$ cat src/rtl/load_store_unit.sv
// Load/store unit: turns core load/store requests into big-endian word-addressed memory cycles.
// Define MISALIGNED_SPLIT_EN to split accesses that cross a word into two memory cycles.
module load_store_unit #(
  parameter int unsigned MEMORY_DEPTH = 32768,
  localparam int unsigned AW = $clog2(MEMORY_DEPTH)
) (
  input  logic          clk,
  input  logic          rst,
  input  logic          req_valid,
  output logic          req_ready,
  input  logic          req_store,
  input  logic [0:1]    req_size,
  input  logic          req_signed,
  input  logic [0:31]   req_addr,
  input  logic [0:31]   req_wdata,
  output logic          resp_valid,
  output logic [0:31]   resp_rdata,
  output logic          resp_error,
  output logic [0:AW-1] mem_address,
  output logic [0:3]    mem_wen,
  output logic [0:31]   mem_write_data,
  input  logic [0:31]   mem_read_data
);

  typedef enum logic [2:0] {StIdle, StFirst, StSecond, StData, StResp} state_e;

  state_e state_q, state_d;

  logic       store_q, signed_q;
  logic [2:0] nbytes_q;
  logic [0:1] off_q;

  logic [2:0] req_nbytes;
  logic [0:3] req_lanes;
  logic [0:7] lane_mask;
  logic       req_split, req_err;
  logic [0:31] wdata_lj;

  // Address bits above the memory word index are ignored.
  logic unused_addr_hi;
  assign unused_addr_hi = ^req_addr[0:29-AW];

`ifdef MISALIGNED_SPLIT_EN
  logic        split_q;
  logic [0:3]  wen1_q;
  logic [0:31] wdata1_q, word0_q;
  logic [0:63] wdata_win;
`else
  logic [0:31] wdata_win;
`endif

  logic [0:63] rd_win, rd_shift;
  logic [6:0]  rd_rsh;
  logic [0:31] rd_raw, rd_ext;

  // Request decode: lanes over an 8-byte window spanning word0 and word0+1.
  always_comb begin
    case (req_size)
      2'd0: begin req_nbytes = 3'd1; req_lanes = 4'b1000; wdata_lj = {req_wdata[24:31], 24'h0}; end
      2'd1: begin req_nbytes = 3'd2; req_lanes = 4'b1100; wdata_lj = {req_wdata[16:31], 16'h0}; end
      2'd2: begin req_nbytes = 3'd4; req_lanes = 4'b1111; wdata_lj = req_wdata; end
      default: begin req_nbytes = 3'd0; req_lanes = 4'b0000; wdata_lj = '0; end
    endcase
    lane_mask = {req_lanes, 4'b0000} >> req_addr[30:31];
    req_split = |lane_mask[4:7];
`ifdef MISALIGNED_SPLIT_EN
    wdata_win = {wdata_lj, 32'h0} >> {req_addr[30:31], 3'b000};
    req_err   = (req_nbytes == 3'd0);
`else
    wdata_win = wdata_lj >> {req_addr[30:31], 3'b000};
    req_err   = (req_nbytes == 3'd0) || req_split;
`endif
  end

  // Load assembly: left-align the addressed bytes, then right-justify and extend.
  always_comb begin
`ifdef MISALIGNED_SPLIT_EN
    rd_win = split_q ? {word0_q, mem_read_data} : {mem_read_data, 32'h0};
`else
    rd_win = {mem_read_data, 32'h0};
`endif
    rd_shift = rd_win << {off_q, 3'b000};
    rd_rsh   = 7'd64 - {1'b0, nbytes_q, 3'b000};
    rd_raw   = 32'(rd_shift >> rd_rsh);
    case (nbytes_q)
      3'd1:    rd_ext = {{24{signed_q & rd_raw[24]}}, rd_raw[24:31]};
      3'd2:    rd_ext = {{16{signed_q & rd_raw[16]}}, rd_raw[16:31]};
      default: rd_ext = rd_raw;
    endcase
  end

  always_ff @(posedge clk) begin
    if (rst) state_q <= StIdle;
    else     state_q <= state_d;
  end

  always_comb begin
    state_d = state_q;
    case (state_q)
      StIdle:   if (req_valid) state_d = req_err ? StResp : StFirst;
`ifdef MISALIGNED_SPLIT_EN
      StFirst:  state_d = split_q ? StSecond : (store_q ? StResp : StData);
      StSecond: state_d = store_q ? StResp : StData;
`else
      StFirst:  state_d = store_q ? StResp : StData;
`endif
      StData:   state_d = StResp;
      StResp:   state_d = StIdle;
      default:  state_d = StIdle;
    endcase
  end

  always_comb begin
    req_ready  = (state_q == StIdle);
    resp_valid = (state_q == StResp);
  end

  always_ff @(posedge clk) begin
    if (rst) begin
      store_q        <= 1'b0;
      signed_q       <= 1'b0;
      nbytes_q       <= 3'd0;
      off_q          <= 2'd0;
      resp_rdata     <= '0;
      resp_error     <= 1'b0;
      mem_address    <= '0;
      mem_wen        <= '0;
      mem_write_data <= '0;
`ifdef MISALIGNED_SPLIT_EN
      split_q        <= 1'b0;
      wen1_q         <= '0;
      wdata1_q       <= '0;
      word0_q        <= '0;
`endif
    end else begin
      mem_wen <= '0;
      case (state_q)
        StIdle: begin
          if (req_valid) begin
            store_q    <= req_store;
            signed_q   <= req_signed;
            nbytes_q   <= req_nbytes;
            off_q      <= req_addr[30:31];
            resp_rdata <= '0;
            resp_error <= req_err;
            if (!req_err) begin
              mem_address    <= req_addr[30-AW:29];
              mem_wen        <= req_store ? lane_mask[0:3] : 4'b0000;
              mem_write_data <= wdata_win[0:31];
`ifdef MISALIGNED_SPLIT_EN
              split_q        <= req_split;
              wen1_q         <= lane_mask[4:7];
              wdata1_q       <= wdata_win[32:63];
`endif
            end
          end
        end
        StFirst: begin
`ifdef MISALIGNED_SPLIT_EN
          if (split_q) begin
            mem_address    <= mem_address + AW'(1);
            mem_wen        <= store_q ? wen1_q : 4'b0000;
            mem_write_data <= wdata1_q;
          end
`endif
        end
`ifdef MISALIGNED_SPLIT_EN
        StSecond: word0_q <= mem_read_data;
`endif
        StData:   resp_rdata <= rd_ext;
        default: ;
      endcase
    end
  end

endmodule
$ cat config.mk
export PLATFORM = sky130hd
export DESIGN_NAME = load_store_unit
export DESIGN_NICKNAME = d
export VERILOG_FILES = /design/src/rtl/load_store_unit.sv
export SDC_FILE = /design/constraint.sdc
export NUM_CORES = 1
export LEC_CHECK = 0
export CAP_MARGIN = 40
export CORE_MARGIN = 2
export CORE_UTILIZATION = 50
export DETAILED_ROUTE_END_ITERATION = 7
export HOLD_SLACK_MARGIN = 0.02
export PLACE_DENSITY = 0.86
export SETUP_SLACK_MARGIN = 0.05
export SLEW_MARGIN = 15
export SYNTH_ARGS = -nofsm -noshare
export SYNTH_HDL_FRONTEND = slang
export SYNTH_SLANG_ARGS = --single-unit
$ cat constraint.sdc
create_clock -name clk -period 5.2 [get_ports clk]
set_input_delay 1.56 -clock clk [delete_from_list [all_inputs] [get_ports clk]]
set_output_delay 1.56 -clock clk [all_outputs]
set_load 0.02 [all_outputs]
==> metrics.yaml <==
power_total_mw: 1.94
hold_path_stages: 2
final.fill_count: 923
initial_utilization_pct: 50.6
timing.critical_path.to_type: "register"
vias: 5988
floorplan.die_area_um2: 12300
hold-path-endpoint: "resp_rdata[10]"
boundaryPins: 189
final_min_period_ns: 4.12
avgSynthCellArea_um2: 8.66
detail_route.wirelength_um: 19000
critical_path.max_stage_delay_ns: 0.60
p_leak_nw: 2.73
vias_per_cell: 6.36
multiInputGateArea_um2: 3490
clkSinkCount: 94
post-route-util_pct: 68.4
drive_gt1_share_pct: 9.39
status: "completed"
syn_inst: 659
critical_path.cell_chain: "clkdlybuf4s50_1 -> inv_1 -> ha_1 -> a21o_1 -> a221o_1 -> nor3_4 -> nand2_1 -> o21ai_0"
part_of_the_yosys_area_used_for_sequential_elements_pct: 33.0
route.antenna.remaining_nets: 0
post_cts.resized_instances: 0
cts.root.buffer_cell: "sky130_fd_sc_hd__clkbuf_16"
floorplan.rows: 39
mappedNetlistArea_um2: 5710
hold_buffers: 0
antenna_cells_inserted: 0
first_pass_grt_wire_length_um: 30000
place.gp.congestion: 0.958
design.core.area_um2: 11300
post_cts.repair.setup_buffers: 0
regArea_um2: 1880
setup_repair_after_global_routing_missed_its_margin: "false"
power_per_cell_area_nw_per_um2: 252
post_synthesis_async_set_or_reset_flop_share_pct: 0
tightest_slew_ns: 0.851
required_ns: 5.47
syn_nets: 772
cts_tree: "yes"
worstRegToRegCells: 8
global_route.overflow_total: 0
drt-wirelength-per-cell_um: 20.2
hold_class: "reg -> reg"
drt_pre_antenna_iters: 5
drtIter0Drc: 443
timing.hold.ws_ns: 0.456
max_freq_mhz: 243
port-buffer-count: 173
area.growth.synth_to_final_pct: 35.1
clk_path_buf_depth: 2
ys_seq_elements: 94
fin_nets: 907
grtUsageTotal_pct: 30.1
synth_edf_count: 0
final-max-slew-violation-count: 0
final.period_utilization_pct: 79.2
max_cap_violations: 0
worst-endpoint-arrival_ns: 4.39
timing.setup.tns_ns: 0
hold_viol_final: 0
min_from: "resp_rdata[10]"
crit_path_top_delay_cell: "sky130_fd_sc_hd__nor3_4"
post_route_clock_skew_ns: 0.00952
placed_cells_incl_taps: 926
synth_warnings: 0
synthFlopType: "sky130_fd_sc_hd__dfxtp_1"
detail_route.drc_violations: 0
crit_path_start_kind: "input port"
antenna_found_initial: 0
setup_viol_count_final: 0
slew_headroom_pct: 42.9
maximum_fanout_along_the_worst_path: 17
worst_vdd_ir_v: 0.000199
worst_r2r_startpoint: "nbytes_q[0]"
pin_count_of_the_biggest_net_entering_global_routing: 54
dp_hpwl_um: 13800
timing.reg2reg.setup_slack_ns: 1.88
grt_pass1_vias: 5879
die_span_in_x_um: 111
die_h_um: 111
rr_endpoint: "resp_rdata[4]"
crit_type: "in -> reg"
clk_transition_reported_paths_ns: 0.07
yosysUniqueCellTypes: 70
cts_inserted_buffers: 9
clk-insertion-delay-late_ns: 0.36
h-tree-depth: 3
final_cells: 942
[worst max-delay path, delay by kind of cell]
family          cells  cell delay, ns
simple gates        2            0.99
compound gates      3            0.81
buf+inv             2            0.70
fa+ha+maj           1            0.33
[layout by cell type, fill, tap and decap left out, types with 15 or more instances in the layout]
cell type	Yosys	final
sky130_fd_sc_hd__a22oi_1	24	24
sky130_fd_sc_hd__clkdlybuf4s50_1	0	173
sky130_fd_sc_hd__nor2_1	45	45
sky130_fd_sc_hd__nor3_1	21	21
sky130_fd_sc_hd__nand2_1	80	80
sky130_fd_sc_hd__mux2i_1	24	24
sky130_fd_sc_hd__o21ai_0	34	34
sky130_fd_sc_hd__o22ai_1	16	16
sky130_fd_sc_hd__dfxtp_1	94	92
sky130_fd_sc_hd__a22o_1	39	39
sky130_fd_sc_hd__a21oi_1	26	25
sky130_fd_sc_hd__a222oi_1	15	15
[registers in the layout, indices dropped and copies added, names as in the netlist, 2 cells and up]
register and cells:
off_q 2, mem_wen 4, state_q 3, mem_write_data 32, nbytes_q 3, mem_address 15, resp_rdata 32
[synthesized netlist by cell type, drive strengths merged (9+ instances only)]
master	number	area, um^2
buf	24	169
and2	10	63.8
nand3	9	45.0
dfxtp	94	1880
a22o	39	342
a211oi	9	67.6
mux2	9	101
inv	9	33.8
o21ai	42	240
nor2	46	175
mux2i	25	254
nand2b	9	56.3
o22ai	16	100
a21oi	27	139
a22oi	24	180
ha	10	125
clkbuf	35	131
a222oi	15	150
a31oi	9	56.3
a221o	9	91.3
nor3	23	125
nand2	81	307
[layout make-up]
type / instances / area share [%]
Clock buffer: 9 / 2.92
Clock inverter: 7 / 0.973
Inverter: 10 / 0.487
Multi-Input combinational cell: 495 / 45.3
Sequential cell: 94 / 24.4
Tap cell: 143 / 2.32
Timing Repair Buffer: 184 / 23.6
[where the power goes]
group | internal [mW] | leakage (nW) | switching, mW
Sequential | 0.742 | 0.762 | 0.0222
Combinational | 0.224 | 1.82 | 0.289
Clock | 0.340 | 0.144 | 0.326
Total | 1.31 | 2.73 | 0.637
[layer usage]
metal / vias up / wire (um) / share of wire, % / track usage, %
met2: 307 / 9220 / 48 / 52.6
met4: 0 / 954 / 5.0 / 17.3
met1: 2833 / 7240 / 38 / 33.2
met3: 59 / 1640 / 8.6 / 7.33
met5: - / 0 / 0 / 0
li1: 2789 / - / - / -
[how the worst max path moves through the flow]
stage / start / depth (start not counted) / endpoint / slack [ns]
6_report: req_size[0] / 8 / mem_write_data[8] / 1.08
5_1_grt: req_size[1] / 8 / mem_write_data[5] / 0.95
4_1_cts: req_size[0] / 8 / mem_write_data[0] / 1.09
3_5_place_dp: req_size[0] / 8 / mem_write_data[5] / 0.73
3_3_place_gp: req_size[0] / 8 / mem_write_data[9] / 0.88
2_1_floorplan: req_size[1] / 8 / mem_address[0] / 1.95
[cell families (layout without fill, tap and decap cells)]
group | Yosys count | in the layout | synth area share [%]
flops | 94 | 94 | 33.0
buf+inv | 70 | 210 | 6.14
mux | 42 | 42 | 9.38
fa+ha+maj | 10 | 10 | 2.19
compound gates | 237 | 237 | 32.0
simple gates | 204 | 204 | 16.9
xor+xnor | 2 | 2 | 0.438
[through the flow]
stage / instance area, um^2 / setup WS, ns
5_1_grt: 7710 / 0.948
4_1_cts: 7710 / 1.09
6_report: 7710 / 1.08
3_3_place_gp: 7400 / 0.881
3_5_place_dp: 7410 / 0.727
2_1_floorplan: 5710 / 1.95
No activity file was read; power rests on OpenSTA's default activity.
